File: config.mk
export PLATFORM = sky130hd
export DESIGN_NAME = program_counter
export DESIGN_NICKNAME = d
export VERILOG_FILES = /design/src/rtl/pc_pkg.sv /design/src/rtl/return_stack.sv /design/src/rtl/program_counter.sv
export SDC_FILE = /design/constraint.sdc
export NUM_CORES = 1
export LEC_CHECK = 0
export CAP_MARGIN = 10
export CORE_UTILIZATION = 45
export CTS_CLUSTER_DIAMETER = 50
export CTS_CLUSTER_SIZE = 16
export DETAILED_ROUTE_END_ITERATION = 12
export HOLD_SLACK_MARGIN = 0.05
export PLACE_DENSITY = 0.81
export SYNTH_ARGS = -nofsm -noshare
export SYNTH_HDL_FRONTEND = slang
export SYNTH_SLANG_ARGS = --single-unit
File: constraint.sdc
create_clock -name clk -period 3.6 [get_ports clk]
set_clock_uncertainty 0.05 [all_clocks]
set_input_delay 0.72 -clock clk [delete_from_list [all_inputs] [get_ports clk]]
set_output_delay 0.72 -clock clk [all_outputs]
set_load 0.02 [all_outputs]
File: src/rtl/pc_pkg.sv
`default_nettype none
// ============================================================================
// Module      : pc_pkg
// Description : Shared types and the priority decoder for the program counter.
// Revision    : 1.0 - initial release
// ============================================================================
package pc_pkg;

    typedef enum logic [2:0] {
        PC_HOLD   = 3'd0,
        PC_INC    = 3'd1,
        PC_BRANCH = 3'd2,
        PC_LOAD   = 3'd3,
        PC_CALL   = 3'd4,
        PC_RET    = 3'd5
    } pc_op_t;

    // Fixed priority: stall wins, then call, ret, load, branch, else increment.
    function automatic pc_op_t pc_decode(
        input logic en,
        input logic call,
        input logic ret,
        input logic load,
        input logic branch
    );
        pc_op_t op;
        if (!en)         op = PC_HOLD;
        else if (call)   op = PC_CALL;
        else if (ret)    op = PC_RET;
        else if (load)   op = PC_LOAD;
        else if (branch) op = PC_BRANCH;
        else             op = PC_INC;
        return op;
    endfunction

endpackage : pc_pkg
`default_nettype wire

File: src/rtl/return_stack.sv
`default_nettype none
// ============================================================================
// Module      : return_stack
// Description : Circular LIFO of return addresses. A push while full overwrites
//               the oldest entry; a pop while empty is ignored.
// Revision    : 1.0 - initial release
// ============================================================================
module return_stack
    import pc_pkg::*;
#(
    parameter int unsigned SIZE        = 16,
    parameter int unsigned STACK_DEPTH = 4
) (
    input  logic            clk,
    input  logic            rst,
    input  logic            push,
    input  logic            pop,
    input  logic [SIZE-1:0] push_data,
    output logic [SIZE-1:0] top,
    output logic            full,
    output logic            empty
);

    localparam int unsigned       PTR_W   = $clog2(STACK_DEPTH);
    localparam int unsigned       CNT_W   = PTR_W + 1;
    localparam logic [CNT_W-1:0]  C_DEPTH = CNT_W'(STACK_DEPTH);

    logic [SIZE-1:0]  mem_q [STACK_DEPTH];
    logic [PTR_W-1:0] wr_ptr_q, wr_ptr_d;
    logic [PTR_W-1:0] rd_ptr;
    logic [CNT_W-1:0] count_q, count_d;

    // wr_ptr points at the next free slot; when full that slot is the oldest
    // entry, so wrapping the pointer overwrites it naturally.
    assign rd_ptr = wr_ptr_q - PTR_W'(1);
    assign top    = mem_q[rd_ptr];
    assign full   = (count_q == C_DEPTH);
    assign empty  = (count_q == '0);

    // Pointer and occupancy update; count saturates at depth on overwrite.
    always_comb begin
        wr_ptr_d = wr_ptr_q;
        count_d  = count_q;
        if (push) begin
            wr_ptr_d = wr_ptr_q + PTR_W'(1);
            if (!full) begin
                count_d = count_q + CNT_W'(1);
            end
        end else if (pop && !empty) begin
            wr_ptr_d = rd_ptr;
            count_d  = count_q - CNT_W'(1);
        end
    end

    // Pointer and count registers; reset empties the stack.
    always_ff @(posedge clk or posedge rst) begin
        if (rst) begin
            wr_ptr_q <= '0;
            count_q  <= '0;
        end else begin
            wr_ptr_q <= wr_ptr_d;
            count_q  <= count_d;
        end
    end

    // Entry storage; contents are only meaningful below the count.
    always_ff @(posedge clk) begin
        if (push) begin
            mem_q[wr_ptr_q] <= push_data;
        end
    end

endmodule : return_stack
`default_nettype wire

File: src/rtl/program_counter.sv
`default_nettype none
// ============================================================================
// Module      : program_counter
// Description : Fetch-stage program counter with step increment, absolute load,
//               relative branch and stall. Define PC_RETURN_STACK_EN to add
//               call/ret through a circular return-address stack; without it
//               call/ret are ignored and the stack flags read 0.
// Revision    : 1.0 - initial release
// ============================================================================
module program_counter
    import pc_pkg::*;
#(
    parameter int unsigned     SIZE        = 16,
    parameter int unsigned     AMOUNT      = 1,
    parameter logic [SIZE-1:0] RESET_ADDR  = '0,
    parameter int unsigned     STACK_DEPTH = 4
) (
    input  logic            clk,
    input  logic            rst,
    input  logic            en,
    input  logic            load,
    input  logic [SIZE-1:0] load_addr,
    input  logic            branch,
    input  logic [SIZE-1:0] offset,
    input  logic            call,
    input  logic            ret,
    output logic [SIZE-1:0] pc,
    output logic [SIZE-1:0] pc_next,
    output logic            wrap,
    output logic            stack_ovf,
    output logic            stack_unf
);

    localparam logic [SIZE-1:0] C_STEP = SIZE'(AMOUNT);

    pc_op_t          op;
    logic [SIZE-1:0] pc_q, pc_d;
    logic            wrap_q, wrap_d;
    logic [SIZE:0]   inc_sum;
    logic            call_en, ret_en;
    logic            stk_push, stk_pop, stk_full, stk_empty;
    logic [SIZE-1:0] stk_top;
    logic            set_ovf, set_unf;

    assign inc_sum = {1'b0, pc_q} + {1'b0, C_STEP};
    assign op      = pc_decode(en, call_en, ret_en, load, branch);

    // Next pc, wrap pulse and stack side effects for the selected operation.
    always_comb begin
        pc_d     = pc_q;
        wrap_d   = 1'b0;
        stk_push = 1'b0;
        stk_pop  = 1'b0;
        set_ovf  = 1'b0;
        set_unf  = 1'b0;
        case (op)
            PC_HOLD: begin
                pc_d = pc_q;
            end
            PC_INC: begin
                pc_d   = inc_sum[SIZE-1:0];
                wrap_d = inc_sum[SIZE];
            end
            PC_BRANCH: begin
                // Modular add makes the offset behave as two's complement.
                pc_d = pc_q + offset;
            end
            PC_LOAD: begin
                pc_d = load_addr;
            end
            PC_CALL: begin
                pc_d     = load_addr;
                stk_push = 1'b1;
                set_ovf  = stk_full;
            end
            PC_RET: begin
                if (!stk_empty) begin
                    pc_d    = stk_top;
                    stk_pop = 1'b1;
                end else begin
                    // Return with nothing stacked falls back to a plain step.
                    pc_d    = inc_sum[SIZE-1:0];
                    wrap_d  = inc_sum[SIZE];
                    set_unf = 1'b1;
                end
            end
            default: begin
                pc_d = pc_q;
            end
        endcase
    end

    // Program counter and wrap pulse registers.
    always_ff @(posedge clk or posedge rst) begin
        if (rst) begin
            pc_q   <= RESET_ADDR;
            wrap_q <= 1'b0;
        end else begin
            pc_q   <= pc_d;
            wrap_q <= wrap_d;
        end
    end

    assign pc      = pc_q;
    assign pc_next = pc_d;
    assign wrap    = wrap_q;

`ifdef PC_RETURN_STACK_EN
    logic ovf_q, ovf_d, unf_q, unf_d;

    assign call_en = call;
    assign ret_en  = ret;
    assign ovf_d   = ovf_q | set_ovf;
    assign unf_d   = unf_q | set_unf;

    return_stack #(
        .SIZE        (SIZE),
        .STACK_DEPTH (STACK_DEPTH)
    ) u_return_stack (
        .clk       (clk),
        .rst       (rst),
        .push      (stk_push),
        .pop       (stk_pop),
        .push_data (inc_sum[SIZE-1:0]),
        .top       (stk_top),
        .full      (stk_full),
        .empty     (stk_empty)
    );

    // Sticky stack error flags, cleared only by reset.
    always_ff @(posedge clk or posedge rst) begin
        if (rst) begin
            ovf_q <= 1'b0;
            unf_q <= 1'b0;
        end else begin
            ovf_q <= ovf_d;
            unf_q <= unf_d;
        end
    end

    assign stack_ovf = ovf_q;
    assign stack_unf = unf_q;
`else
    logic unused_ok;

    assign call_en   = 1'b0;
    assign ret_en    = 1'b0;
    assign stk_full  = 1'b0;
    assign stk_empty = 1'b1;
    assign stk_top   = '0;
    assign stack_ovf = 1'b0;
    assign stack_unf = 1'b0;
    assign unused_ok = &{1'b0, call, ret, stk_push, stk_pop, set_ovf, set_unf,
                         (STACK_DEPTH != 0)};
`endif

endmodule : program_counter
`default_nettype wire
# After elaboration in Yosys (flattened, before gate mapping)

Index checks and enable logic that the tools add are counted.

Reduce and logical (&&, ||, !) cells: 2
Multiply operators: 0
Equal/unequal tests: 5
Add/subtract/negate cells: 2
Bitwise operators: 0
Multiplexer cells: 5
Shifts and indexed selects: 0
$lt $le $gt $ge: 0
Div/mod/pow operators: 0

Operators by type and width:

| kind                                          | count |
|---|---|
| case mux 16 bit (3 select lines)              | 1 |
| adder 16 x 1 -> 17 bit, second input constant | 1 |
| adder 16 bit                                  | 1 |
| == test 3 x 2 -> 1 bit, second input constant | 2 |
| == test 3 bit, second input constant          | 2 |
| two-way mux 3 bit                             | 2 |
| OR reduction 2 bit                            | 2 |
| == test 3 x 1 -> 1 bit, second input constant | 1 |
| two-way mux 2 bit                             | 1 |
| two-way mux 1 bit                             | 1 |

Bits of input ports: 39
Bits in read-only memories: 0
Bits in writable memories: 0
Logic and storage cells: 16
Latch bits: 0
Memories: 0
Output and inout port bits: 35
Register bits: 17

# Logic depth before layout (Yosys ltp)

Gate-level depths: netlist (run 1).

Depth in word-level cells: 6
Gate-level depth with buffers: 10
Mapped depth without buffers: 10

# Worst setup path after synthesis (run 1)

Ideal clock, no wire load.

Path kind: input to output
From: input port offset[0]
To: output port pc_next[14]
Arrival time: 2892 ps
Stages on the path: 10
Path slack: -62 ps
Data required time: 2830 ps
Path through: ha_1 > inv_1 > fa_1 > nand2b_1 > a21oi_1 > o21ai_0 > a211oi_1 > mux2i_1 > nor3_1 > nor3_1

Longest elaborated chain between the ends: 2

RTL lines:

| element                          | RTL line              | text |
|---|---|---|
| start: declaration               | program_counter.sv:24 | `input logic [SIZE-1:0] offset,` |
| adder 16 bit                     | program_counter.sv:66 | `pc_d = pc_q + offset;` |
| case mux 16 bit (3 select lines) | program_counter.sv:56 | `case (op)` |
| end: declaration                 | program_counter.sv:28 | `output logic [SIZE-1:0] pc_next,` |

Every way passes these cells.

# Worst setup path in the final report (run 1)

From: input port offset[11]
To: output port pc_next[14]

The elaborated chain is that of the path after synthesis.

==> impl_metrics.csv, run 1 <==
group,metric,value,unit
finish,drive_gt1_share,32.3,%
global_route,grt_usage,34.1,%
timing,post-route-period-util,99.4,%
timing,fmax,0.279,GHz
drt,first_pass_iters,5,
timing,final_max_slew_viol_count,0,
drt,routed-via-count,2715,
critical_path,required,2.83,ns
floorplan,die_area,4630,um2
cts,cts_root_buf,"clkbuf_8",
cts,clockBufferDepth,2,
cts,clk_pin_slew_worst_paths,0.09,ns
finish,fin_nets,450,
placed_design,gp_congestion,0.945,
finish,fillers,245,
timing,layout_setup_ws,0.0214,ns
logic_synthesis,synth_cell_types,51,
timing,setup_viol,0,
cts,htreeDepth,1,
finish,diodes,0,
logic_synthesis,yosys_warnings,0,
drt,drc,0,
cts,cts_tree,"built",
logic_synthesis,synthFlopType,"dfrtp_1",
floorplan,core,4090,um2
global_route,overflow,0,
global_route,grt_pass1_wl,11800,um
logic_synthesis,synth_cells,263,
finish,design_area,3500,um2
floorplan,die_w,68.0,um
drt,met1_length,3320,um
global_route,grt_max_degree,18,
logic_synthesis,synth_enable_flop_cells,0,
power_and_ir_drop,p_leak,0.00159,uW
floorplan,rows,23,
job,max_cap_violations,0,
drt,wire_per_inst,18.1,um
drt,topRoutingLayerUsed,"met4",
logic_synthesis,ys_top_cells_by_count,"nand2_1, o21ai_0, nor2_1, a21oi_1, dfrtp_1",
placed_design,post-place-ws,-1.03,ns
placed_design,port_buffers,69,
power_and_ir_drop,peakVddDrop,0.265,mV
cts,clk_latency,0.27,ns
critical_path,path_max_fanout,4,
logic_synthesis,yosysMostFrequentCell,"nand2_1",
critical_path,startpoint_type,"primary input",
cts,cts_buffers,3,
drt,wl_met3,541,um
floorplan,die_h,68.0,um
timing,fin_crit,3.58,ns
drt,antenna_left,0,
logic_synthesis,synth_area_leaders,"dfrtp_1, ha_1, o21ai_0",
timing,relSlewSlack,46.9,%
timing,rsz0062_at_grt,"true",
logic_synthesis,synth_top_cell_by_area,"dfrtp_1",
finish,synthToLayoutAreaGrowth,78.4,%
timing,whs,0.642,ns
power_and_ir_drop,totalPowerFinal,1550,uW
placed_design,place_area,3120,um2
placed_design,dpl.hpwl,5450,um
global_route,grt_pass1_vias,2492,
critical_path,path_class,"in -> out",
logic_synthesis,async_flop_share,100,%
drt,first_iter_violations,215,
cts,hold_buffers,0,
logic_synthesis,synth_top_cell_area_share,21.7,%
floorplan,start_util,48.0,%
logic_synthesis,ys_seq_elements,17,
timing,tns,0,ns
floorplan,ios,74,
run_status,status,"complete, no violations",
logic_synthesis,seq_area_frac_synth,21.7,%
logic_synthesis,syn_avg_cell_area,7.46,um2
drt,via_per_inst,6.13,
timing,worst_pin_slew,0.796,ns
power_and_ir_drop,powerDensity,444,nW/um2
drt,routed_wl,8030,um
drt,met2_length,3920,um
global_route,antenna_found_initial,0,
critical_path,crit_path_end_kind,"primary output",
cts,clkSinkCount,17,
finish,seq_area,425,um2
critical_path,arrival,2.81,ns
timing,finalHoldViolCount,0,
min_path,hold_class,"reg -> reg",
logic_synthesis,synth_area,1960,um2
finish,multi_input_area,1740,um2
==> path summary, 6_finish.rpt <==
kind                            start  slack, ns  cells after the start           to
min reg2reg                     pc[5]       0.64                      2        pc[5]
max                        offset[11]       0.02                      9  pc_next[14]
max in group asynchronous         rst       2.15                      2       pc[15]
min                             pc[5]       0.64                      2        pc[5]
max reg2reg                     pc[1]       1.11                     12        pc[9]
min in group asynchronous         rst       0.85                      2        pc[3]
==> critical path, stage by stage <==
cell             delay [ns]
clkdlybuf4s50_1        0.45
ha_4                   0.31
buf_4                  0.11
nand3_1                0.14
a211oi_2               0.28
mux2i_2                0.33
nor3_2                 0.10
nor3_2                 0.19
buf_4                  0.17
==> metal layers <==
metal / GRT usage (%) / up-vias
met1: 44.9 / 1290
li1: - / 1236
met2: 56.0 / 163
met3: 4.00 / 26
met5: 0 / -
met4: 13.8 / 0
==> cell type report <==
class	count	share of cell area (%)
clock buffers	3	1.18
clock inverters	1	0.143
inverters	10	1.07
multi-input cells	224	49.7
flip-flops and latches	17	12.2
well taps	50	1.79
repair buffers	138	34.0
==> through the flow <==
step	instances	util [%]
floorplan	264	-
global placement	429	76.3
detailed placement	429	76.3
CTS	439	81.2
global route	443	85.7
finish	443	85.7
==> cell usage in the layout, fill, tap and decap left out, types with 3 or more instances in the layout <==
cell type and n:
buf_4 71, clkdlybuf4s50_1 46, nand2_1 31, nor2_1 22
o21ai_0 19, dfrtp_1 17, a21oi_1 15, ha_4 11
and3_1 9, nand3_1 9, inv_1 8, a22o_1 8
dlygate4sd2_1 7, xor2_1 6, a22oi_1 6, o21ai_1 6
nand4_1 5, nand2b_1 5, nor3_2 5, ha_1 5
dlymetal6s2s_1 5, a21o_1 4, a21oi_2 4, xnor2_1 4
buf_2 4, clkbuf_8 3
==> state kept, by name, summed over array words and instances, names as in the netlist <==
register / flops
pc: 16
wrap: 1
==> cells by family after synthesis <==
logic type	after synthesis	share of synthesized area, %
other	1	0.191
AO/OA/AOI/OAI	89	30.2
AND/OR/NAND/NOR	102	25.3
buffers and inverters	23	4.97
XOR/XNOR	11	4.91
adder cells (fa/ha/maj)	17	11.2
flip-flops	17	21.7
multiplexers	3	1.53
==> power breakdown <==
group          internal [uW]  leakage, uW  switching [uW]  total, uW
clock                   77.3    0.0000255            81.3        159
combinational            544      0.00136             573       1120
sequential               229     0.000206            48.3        277
total                    851      0.00159             703       1550
==> timing repair <==
item                       4_1_cts  5_1_grt
gates resized for setup         87       28
pin swaps                       23       22
cloned                           0        0
buffers inserted                 6        4
setup endpoints to repair       15        9
(Power assumes the default switching activity.)
==> inputs of run 2 (changes only) <==
Settings changed: CTS_BUF_LIST set to sky130_fd_sc_hd__clkbuf_16, CTS_CLUSTER_DIAMETER 50 to unset, TNS_END_PERCENT set to 50.
==> impl_metrics.csv, run 2 (synthesized netlist as in run 1, its figures left out) <==
group,metric,value,unit
run_status,status,"complete, no violations",
floorplan,ios,74,
timing,layout_setup_ws,0.0108,ns
global_route,overflow,0,
finish,final_cell_mix,"buf_4, clkdlybuf4s50_1, nand2_1",
floorplan,rows,23,
global_route,antenna_found_initial,0,
floorplan,die_h,68.0,um
floorplan,die_w,68.0,um
finish,fillers,249,
drt,routed_wl,7970,um
timing,fin_crit,3.59,ns
placed_design,dp.cells,429,
critical_path,startpoint_type,"primary input",
timing,relSlewSlack,48.0,%
drt,antenna_left,0,
job,max_cap_violations,0,
critical_path,slowest_stage,"fa_2",
drt,routed-via-count,2659,
finish,synthToLayoutAreaGrowth,78.3,%
global_route,grt_max_degree,18,
min_path,hold_depth,2,
power_and_ir_drop,peakVddDrop,0.279,mV
placed_design,dpl.hpwl,5450,um
critical_path,r2r_end,"pc[14]",
min_path,hold_class,"reg -> reg",
floorplan,start_util,48.0,%
finish,fin_nets,449,
min_path,min_to,"pc[5]",
placed_design,gp_congestion,0.945,
critical_path,crit_path_end_kind,"primary output",
finish,largest_reg_flops,16,
critical_path,path_max_fanout,3,
finish,layout_commonest_cell,"buf_4",
cts,cts_root_buf,"clkbuf_16",
placed_design,place_area,3120,um2
critical_path,arrival,2.82,ns
placed_design,post-place-ws,-1.03,ns
critical_path,crit_path_max_incr_delay,0.35,ns
finish,drive_gt1_share,31.4,%
cts,clk_latency,0.26,ns
timing,rsz0062_at_grt,"true",
cts,cts_tree,"built",
cts,clk_pin_slew_worst_paths,0.06,ns
finish,final_util,85.6,%
timing,final_max_slew_viol_count,0,
timing,fmax,0.279,GHz
timing,post-route-period-util,99.7,%
timing,worst_pin_slew,0.780,ns
timing,finalHoldViolCount,0,
power_and_ir_drop,powerDensity,464,nW/um2
drt,first_pass_iters,6,
critical_path,crit_chain,"buf_2 > ha_2 > inv_2 > fa_2 > nand2b_4 > a21oi_4 > o21ai_4 > a21oi_2 > nor2_1 > buf_4 > and3_4 > o32a_1 > buf_6",
global_route,grt_usage,33.9,%
finish,design_area,3500,um2
placed_design,port_buffers,69,
finish,fin_cells,442,
critical_path,required,2.83,ns
power_and_ir_drop,p_leak,0.00159,uW
global_route,grt_pass1_vias,2476,
floorplan,core,4090,um2
finish,diodes,0,
critical_path,r2r_slack,1.14,ns
critical_path,path_class,"in -> out",
min_path,min-delay-start,"pc[5]",
drt,first_iter_violations,184,
cts,clkSinkCount,17,
timing,setup_viol,0,
global_route,grt_pass1_wl,11700,um
drt,drc,0,
cts,cts_buffers,3,
drt,wire_per_inst,18.0,um
cts,htreeDepth,1,
cts,clockBufferDepth,2,
finish,multi_input_area,1710,um2
floorplan,die_area,4630,um2
critical_path,reg2reg_depth,11,
drt,via_per_inst,6.02,
finish,seq_area,425,um2
critical_path,rr_startpoint,"pc[0]",
## run 2: power by group
| part | total [uW] | leakage (uW) | internal (uW) | switching, uW |
|---|---|---|---|---|
| Clock | 239 | 0.0000409 | 149 | 89.3 |
| Sequential | 279 | 0.000206 | 230 | 49.5 |
| Combinational | 1110 | 0.00134 | 542 | 565 |
| Total | 1620 | 0.00159 | 921 | 703 |
## run 2: layout make-up
type | instances | share of cell area (%)
Clock buffer | 3 | 2.15
Inverter | 10 | 1.07
Timing Repair Buffer | 137 | 33.8
Clock inverter | 1 | 0.143
Tap cell | 50 | 1.79
Sequential cell | 17 | 12.2
Multi-Input combinational cell | 224 | 48.9
## run 2: repair_timing
item                       4_1_cts  5_1_grt
setup buffers                    6        3
pin swaps                       20       23
setup endpoints to repair       15        9
hold buffers                     0        0
resized for setup               86       24
## run 2: metal layers
metal  GRT usage, %  vias to the layer above  share of wire (%)  wire length, um
met1           43.8                     1254                 42             3360
met5              0                        -                  0                0
li1               -                     1231                  -                -
met3           5.17                       34                5.5              439
met4           13.8                        0                3.4              271
met2           55.9                      140                 49             3890
## run 2: worst max-delay path, delay by kind of cell
| kind | cells | cell delay (ns) |
|---|---|---|
| simple gates | 3 | 0.41 |
| compound gates | 4 | 0.74 |
| fa+ha+maj | 2 | 0.52 |
| buf+inv | 4 | 0.41 |
## run 2: worst max path at each step
stage	startpoint	to	depth (start not counted)
after floorplan	offset[0]	pc_next[12]	10
after global placement	offset[0]	pc_next[14]	12
after detailed placement	offset[0]	pc_next[14]	12
after CTS	offset[7]	pc_next[14]	10
after global routing	offset[0]	pc_next[14]	12
final	offset[0]	pc_next[8]	13
## run 2: metrics by stage
stage,setup TNS (ns),hold slack [ns],power (uW)
floorplan,0,0.596,758
global route,-0.139,0.659,1700
global placement,-9.27,0.601,1180
detailed placement,-10.04,0.601,1200
CTS,-0.0527,0.625,1510
finish,0,0.632,1620
==> inputs of run 3 (changes only) <==
Settings changed: CAP_MARGIN 10 to 20.
==> results of run 3 <==
No change in the layout: final DEF, timing and power equal those of run 2.
